==> src/rtl/ccff_bitstream_loader.sv <==
// ccff_bitstream_loader: configuration-chain writer.
// Takes configuration words over a valid/ready stream and shifts them MSB-first into the
// ccff chain head. It also drives the per-bit shift enable that gates prog_clk to the chain.
// Optional build macro CCFF_LOADER_VERIFY_EN adds a recirculating verify pass. That pass
// compares a CRC-16-CCITT of the bits returned on ccff_tail against a CRC of the bits that
// were loaded.
module ccff_bitstream_loader #(
  parameter int unsigned WORD_W    = 8,
  parameter int unsigned CHAIN_LEN = 1024,
  parameter int unsigned CNT_W     = $clog2(CHAIN_LEN + 1)
) (
  input  logic              prog_clk,
  input  logic              pReset_n,
  input  logic              start,
  input  logic [WORD_W-1:0] cfg_data,
  input  logic              cfg_valid,
  output logic              cfg_ready,
  output logic              ccff_head,
  output logic              ccff_shift_en,
  input  logic              ccff_tail,
  output logic              busy,
  output logic              done,
  output logic              error
);

  localparam int unsigned IDX_W = (WORD_W > 1) ? $clog2(WORD_W) : 1;
  localparam logic [CNT_W-1:0] LastBit = CNT_W'(CHAIN_LEN - 1);
  localparam logic [IDX_W-1:0] LastIdx = IDX_W'(WORD_W - 1);

`ifdef CCFF_LOADER_VERIFY_EN
  typedef enum logic [1:0] {StIdle, StLoad, StVerify, StDone} state_e;
`else
  typedef enum logic [1:0] {StIdle, StLoad, StDone} state_e;
`endif

  state_e state_q, state_d;

  logic [WORD_W-1:0] shreg_q;
  logic              sh_valid_q;
  logic [WORD_W-1:0] hold_q;
  logic              hold_valid_q;
  logic [IDX_W-1:0]  bit_idx_q;   // bit position within the word in shreg
  logic [CNT_W-1:0]  bit_cnt_q;   // chain bits shifted in LOAD, reused as VERIFY cycle count

  logic in_load;
  logic shift;
  logic last_bit;
  logic chain_full;
  logic accept;
  logic start_load;

  assign in_load    = (state_q == StLoad);
  assign shift      = in_load && sh_valid_q;
  assign last_bit   = shift && (bit_idx_q == LastIdx);
  assign chain_full = shift && (bit_cnt_q == LastBit);
  assign cfg_ready  = in_load && !hold_valid_q;
  assign accept     = cfg_valid && cfg_ready;
  assign start_load = start && ((state_q == StIdle) || (state_q == StDone));
  assign done       = (state_q == StDone);

`ifdef CCFF_LOADER_VERIFY_EN
  logic        in_verify;
  logic        verify_last;
  logic [15:0] crc_load_q;
  logic [15:0] crc_tail_q;
  logic [15:0] crc_tail_next;
  logic        error_q;

  // One MSB-first step of CRC-16-CCITT (poly 0x1021).
  function automatic logic [15:0] crc16_step(input logic [15:0] crc, input logic din);
    logic fb;
    fb = crc[15] ^ din;
    return {crc[14:0], 1'b0} ^ (fb ? 16'h1021 : 16'h0000);
  endfunction

  assign in_verify     = (state_q == StVerify);
  assign verify_last   = in_verify && (bit_cnt_q == LastBit);
  assign crc_tail_next = crc16_step(crc_tail_q, ccff_tail);

  // During verify the chain is closed into a loop so its contents survive the pass.
  assign ccff_head     = in_verify ? ccff_tail : shreg_q[WORD_W-1];
  assign ccff_shift_en = shift || in_verify;
  assign busy          = in_load || in_verify;
  assign error         = error_q;

  // CRC accumulators and sticky error flag.
  always_ff @(posedge prog_clk) begin
    if (!pReset_n) begin
      crc_load_q <= 16'hFFFF;
      crc_tail_q <= 16'hFFFF;
      error_q    <= 1'b0;
    end else if (start_load) begin
      crc_load_q <= 16'hFFFF;
      crc_tail_q <= 16'hFFFF;
      error_q    <= 1'b0;
    end else begin
      if (shift) begin
        crc_load_q <= crc16_step(crc_load_q, shreg_q[WORD_W-1]);
      end
      if (in_verify) begin
        crc_tail_q <= crc_tail_next;
      end
      if (verify_last && (crc_tail_next != crc_load_q)) begin
        error_q <= 1'b1;
      end
    end
  end
`else
  logic unused_tail;

  assign unused_tail   = ccff_tail;
  assign ccff_head     = shreg_q[WORD_W-1];
  assign ccff_shift_en = shift;
  assign busy          = in_load;
  assign error         = 1'b0;
`endif

  // State register.
  always_ff @(posedge prog_clk) begin
    if (!pReset_n) begin
      state_q <= StIdle;
    end else begin
      state_q <= state_d;
    end
  end

  // Next-state logic; start is only honoured from IDLE or DONE.
  always_comb begin
    state_d = state_q;
    unique case (state_q)
      StIdle: begin
        if (start) state_d = StLoad;
      end
      StLoad: begin
        if (chain_full) begin
`ifdef CCFF_LOADER_VERIFY_EN
          state_d = StVerify;
`else
          state_d = StDone;
`endif
        end
      end
`ifdef CCFF_LOADER_VERIFY_EN
      StVerify: begin
        if (verify_last) state_d = StDone;
      end
`endif
      StDone: begin
        if (start) state_d = StLoad;
      end
      default: state_d = StIdle;
    endcase
  end

  // Shift/hold datapath: refill shreg on the edge its last bit leaves so words stream gap-free.
  always_ff @(posedge prog_clk) begin
    if (!pReset_n) begin
      shreg_q      <= '0;
      sh_valid_q   <= 1'b0;
      hold_q       <= '0;
      hold_valid_q <= 1'b0;
      bit_idx_q    <= '0;
      bit_cnt_q    <= '0;
    end else if (start_load) begin
      shreg_q      <= '0;
      sh_valid_q   <= 1'b0;
      hold_valid_q <= 1'b0;
      bit_idx_q    <= '0;
      bit_cnt_q    <= '0;
    end else if (in_load) begin
      if (chain_full) begin
        // Chain is full: leftover bits of the final word and any held word are dropped.
        shreg_q      <= '0;
        sh_valid_q   <= 1'b0;
        hold_valid_q <= 1'b0;
        bit_idx_q    <= '0;
        bit_cnt_q    <= '0;
      end else begin
        if (shift) begin
          bit_cnt_q <= bit_cnt_q + 1'b1;
        end
        if (!sh_valid_q || last_bit) begin
          bit_idx_q <= '0;
          if (hold_valid_q) begin
            shreg_q      <= hold_q;
            sh_valid_q   <= 1'b1;
            hold_valid_q <= 1'b0;
          end else if (accept) begin
            shreg_q    <= cfg_data;
            sh_valid_q <= 1'b1;
          end else begin
            // Underrun: chain stalls until the next word arrives.
            shreg_q    <= '0;
            sh_valid_q <= 1'b0;
          end
        end else begin
          shreg_q   <= shreg_q << 1;
          bit_idx_q <= bit_idx_q + 1'b1;
          if (accept) begin
            hold_q       <= cfg_data;
            hold_valid_q <= 1'b1;
          end
        end
      end
`ifdef CCFF_LOADER_VERIFY_EN
    end else if (in_verify) begin
      bit_cnt_q <= verify_last ? '0 : bit_cnt_q + 1'b1;
`endif
    end
  end

endmodule

==> config.mk <==
export PLATFORM = sky130hd
export DESIGN_NAME = ccff_bitstream_loader
export DESIGN_NICKNAME = d
export VERILOG_FILES = /design/src/rtl/ccff_bitstream_loader.sv
export SDC_FILE = /design/constraint.sdc
export NUM_CORES = 1
export LEC_CHECK = 0
export BUFFER_PORTS_ARGS = -buffer_cell sky130_fd_sc_hd__buf_2
export CAP_MARGIN = 30
export CORE_MARGIN = 5
export CORE_UTILIZATION = 51
export DETAILED_ROUTE_END_ITERATION = 8
export PLACE_DENSITY = 0.85
export SETUP_SLACK_MARGIN = 0.5
export SLEW_MARGIN = 10
export SYNTH_ARGS = -nofsm -noshare
export SYNTH_HDL_FRONTEND = slang
export SYNTH_SLANG_ARGS = --single-unit
==> constraint.sdc <==
create_clock -name prog_clk -period 1.55 [get_ports prog_clk]
set_input_delay 0.2325 -clock prog_clk [delete_from_list [all_inputs] [get_ports prog_clk]]
set_output_delay 0.2325 -clock prog_clk [all_outputs]
set_load 0.1 [all_outputs]
==> impl_metrics.ini <==
[yosys]
postSynthAreaPerCell_um2 = 8.89
syn_nets = 198
synth.distinct_cells = 38
ys_seq_area_share_pct = 42.1
synth_compound_area_share_pct = 12.1
synth-simple-area-share_pct = 25.0
synthArstFlopShare_pct = 0
synth_largest_area_cell = dfxtp_1
synth.mux.area_fraction_pct = 9.28
synth_edf_count = 0
synth-xor-area-share_pct = 4.33
synth-seq-cells = 34
synth_top_family_by_area = simple AND/OR/NAND/NOR gates
yosysTopAreaCellShare_pct = 42.1
synth-adder-area-share_pct = 2.32
ys.flop_type = dfxtp_1
syn_inst = 182
yosysWarnings = 0
netlist_area_um2 = 1620
ys_top_cells_by_area = dfxtp_1 42%, mux2i_1 9.3%, nand2_1 7.4%, a22o_1 3.8%, o21ai_0 3.7%

[setup_path]
path_buf_inv = 5
max_stage_delay_ns = 0.37
cp_data_required_time_ns = 1.32
critPathCaptureType = output pin
cp.arrival_ns = 1.45
path_cells = buf_6 > nand2b_4 > buf_12 > clkinv_16 > nand2_8 > clkinvlp_4 > buf_12
cp_slowest_cell = dfxtp_4
critPathMostFrequentCell = buf_12
rr_startpoint = state_q[0]$_SDFFE_PN0P_
crit_path_start = state_q[0]$_SDFFE_PN0P_
critical-path-top-delay-family = buffers and inverters
critPathMaxFanout = 7
startpoint_type = register
rrSetupSlack_ns = -0.13
worstSetupPathType = reg -> out

[placement]
placed_area_um2 = 2030
hpwl_mm = 2.78
gp_congestion = 0.755
dp_slack_ns = -0.265
dp_cells = 252
io_buffer_count = 16

[floorplan]
fp.dieArea_um2 = 4400
io_pins = 19
fp.dieH_um = 66.3
std_cell_rows = 20
core-area_um2 = 3050
die_w_um = 66.3
start_util_pct = 53.0

[cells_and_area]
diodes = 0
final_area_um2 = 2660
fillers = 136
drive_gt1_share_pct = 57.9
layout.nets = 255
syn_to_final_growth_pct = 64.1
regArea_um2 = 699
fin_util_pct = 87.0
stdcell_count = 284
multi_input_area_um2 = 1200

[sta]
rsz0062_at_grt = true
fmax_mhz = 596
finalHoldWorstSlack_ns = 0.148
final_hold_viol_count = 0
layout_setup_ws_ns = -0.128
setup_viol = 19
slew_viol_final = 0
post-route-min-period_ns = 1.68
fin_crit_sh_pct = 108
setup-tns-final_ns = -0.931
skew_ns = 0.00572

[detailed_routing]
vias_per_cell = 5.86
dr.pass1.iters = 4
vias = 1663
drc = 0
wire_per_inst_um = 20.8
finalWirelength_mm = 5.92
detail_route.iter0.violations = 146
drt.antenna.violating_nets = 0

[pwr]
vdd_ir_drop_max_uv = 736
p_per_area_nw_per_um2 = 665
fin_total_pwr_mw = 1.77
leakage_nw = 1.04

[cts]
hold_buffers = 0
cts-buffers-inserted = 5
path_clk_slew_ns = 0.11
cts_max_level = 2
clock_latency_ns = 0.35
cts_root_buf = clkbuf_4
clock-sinks = 34
cts_tree = yes
cts_max_path_buffers = 2

[global_route]
grt_first_pass_wirelength_mm = 8.08
grt_max_degree = 21
grtUsageTotal_pct = 24.3
antenna_found_initial = 0
grt_pass1_vias = 1669
overflow = 0

[worst_hold_path]
hp-class = in -> reg
hold_path_startpoint = cfg_data[2]

[status]
violations = setup timing
status = finished, violations left

[flow_run]
maxCapViolations = 0
synthesized netlist by cell type (all sizes together) (2+ instances only):
| master | count |
|---|---|
| nand3 | 8 |
| inv | 4 |
| o21ai | 13 |
| a21oi | 5 |
| nand2 | 32 |
| a22o | 7 |
| mux2i | 15 |
| clkbuf | 4 |
| or3 | 4 |
| nand2b | 3 |
| and2 | 2 |
| nor2b | 3 |
| nor4 | 3 |
| buf | 7 |
| ha | 3 |
| nor2 | 10 |
| nand4 | 2 |
| xor2 | 3 |
| dfxtp | 34 |
| xnor2 | 5 |
| or2 | 3 |
routing by layer:
metal | vias to the layer above | wire [um] | global-route usage [%]
met1 | 814 | 2130 | 28.5
met4 | 0 | 289 | 9.39
met2 | 84 | 3110 | 42.5
met3 | 26 | 388 | 5.27
met5 | - | 0 | 0
li1 | 739 | - | -
cell usage in the layout (no fill, tap or decap), drive strengths merged, types with 4 or more instances in the layout:
master	netlist	routed
buf	7	59
dfxtp	34	34
nand2	32	32
mux2i	15	15
o21ai	13	13
nor2	10	10
nand3	8	8
clkbuf	4	8
a22o	7	7
xnor2	5	5
a21oi	5	5
nand2b	3	4
or3	4	4
area by class of cell:
class | instances | share of cell area [%]
inverters | 5 | 1.84
flip-flops and latches | 34 | 26.3
well taps | 44 | 2.07
clock buffers | 7 | 2.07
multi-input cells | 133 | 45.3
repair buffers | 60 | 22.2
clock inverters | 1 | 0.189
tightest hold or removal path: cells and delay by family:
| kind | cells | cell delay [ns] |
|---|---|---|
| buffers and inverters | 1 | 0.11 |
| and+or+nand+nor | 1 | 0.06 |
| muxes | 1 | 0.06 |
power by group:
group          internal (mW)  switching, mW  total (mW)
Combinational          0.144          0.198       0.342
Clock                  0.220          0.316       0.536
Sequential             0.878        0.00902       0.887
state kept, by name (all words and copies together), names as in the netlist:
signal and flops:
bit_cnt_q 11, hold_q 8, shreg_q 8, bit_idx_q 3, state_q 2, hold_valid_q 1
sh_valid_q 1
logic make-up after synthesis:
logic type,count (synthesis)
xor gates and xnor gates,8
AOI/OAI and AO/OA,29
and+or+nand+nor,76
muxes,15
adders and majority gates,3
other,1
buffers and inverters,16
DFF,34
timing repair:
action	CTS	global route
setup buffers	15	7
pin swaps	27	17
resized for setup	45	43
endpoints found under the setup margin	39	39
gates cloned	2	0
path summary, 6_finish.rpt:
check | to | cells after the start
setup / recovery | ccff_shift_en | 7
hold / removal | hold_q[2]$_SDFFE_PN0P_ | 3
setup reg to reg | shreg_q[6]$_SDFFE_PP0N_ | 7
hold reg to reg | hold_q[2]$_SDFFE_PN0P_ | 2
No activity file was read; power rests on OpenSTA's default activity.
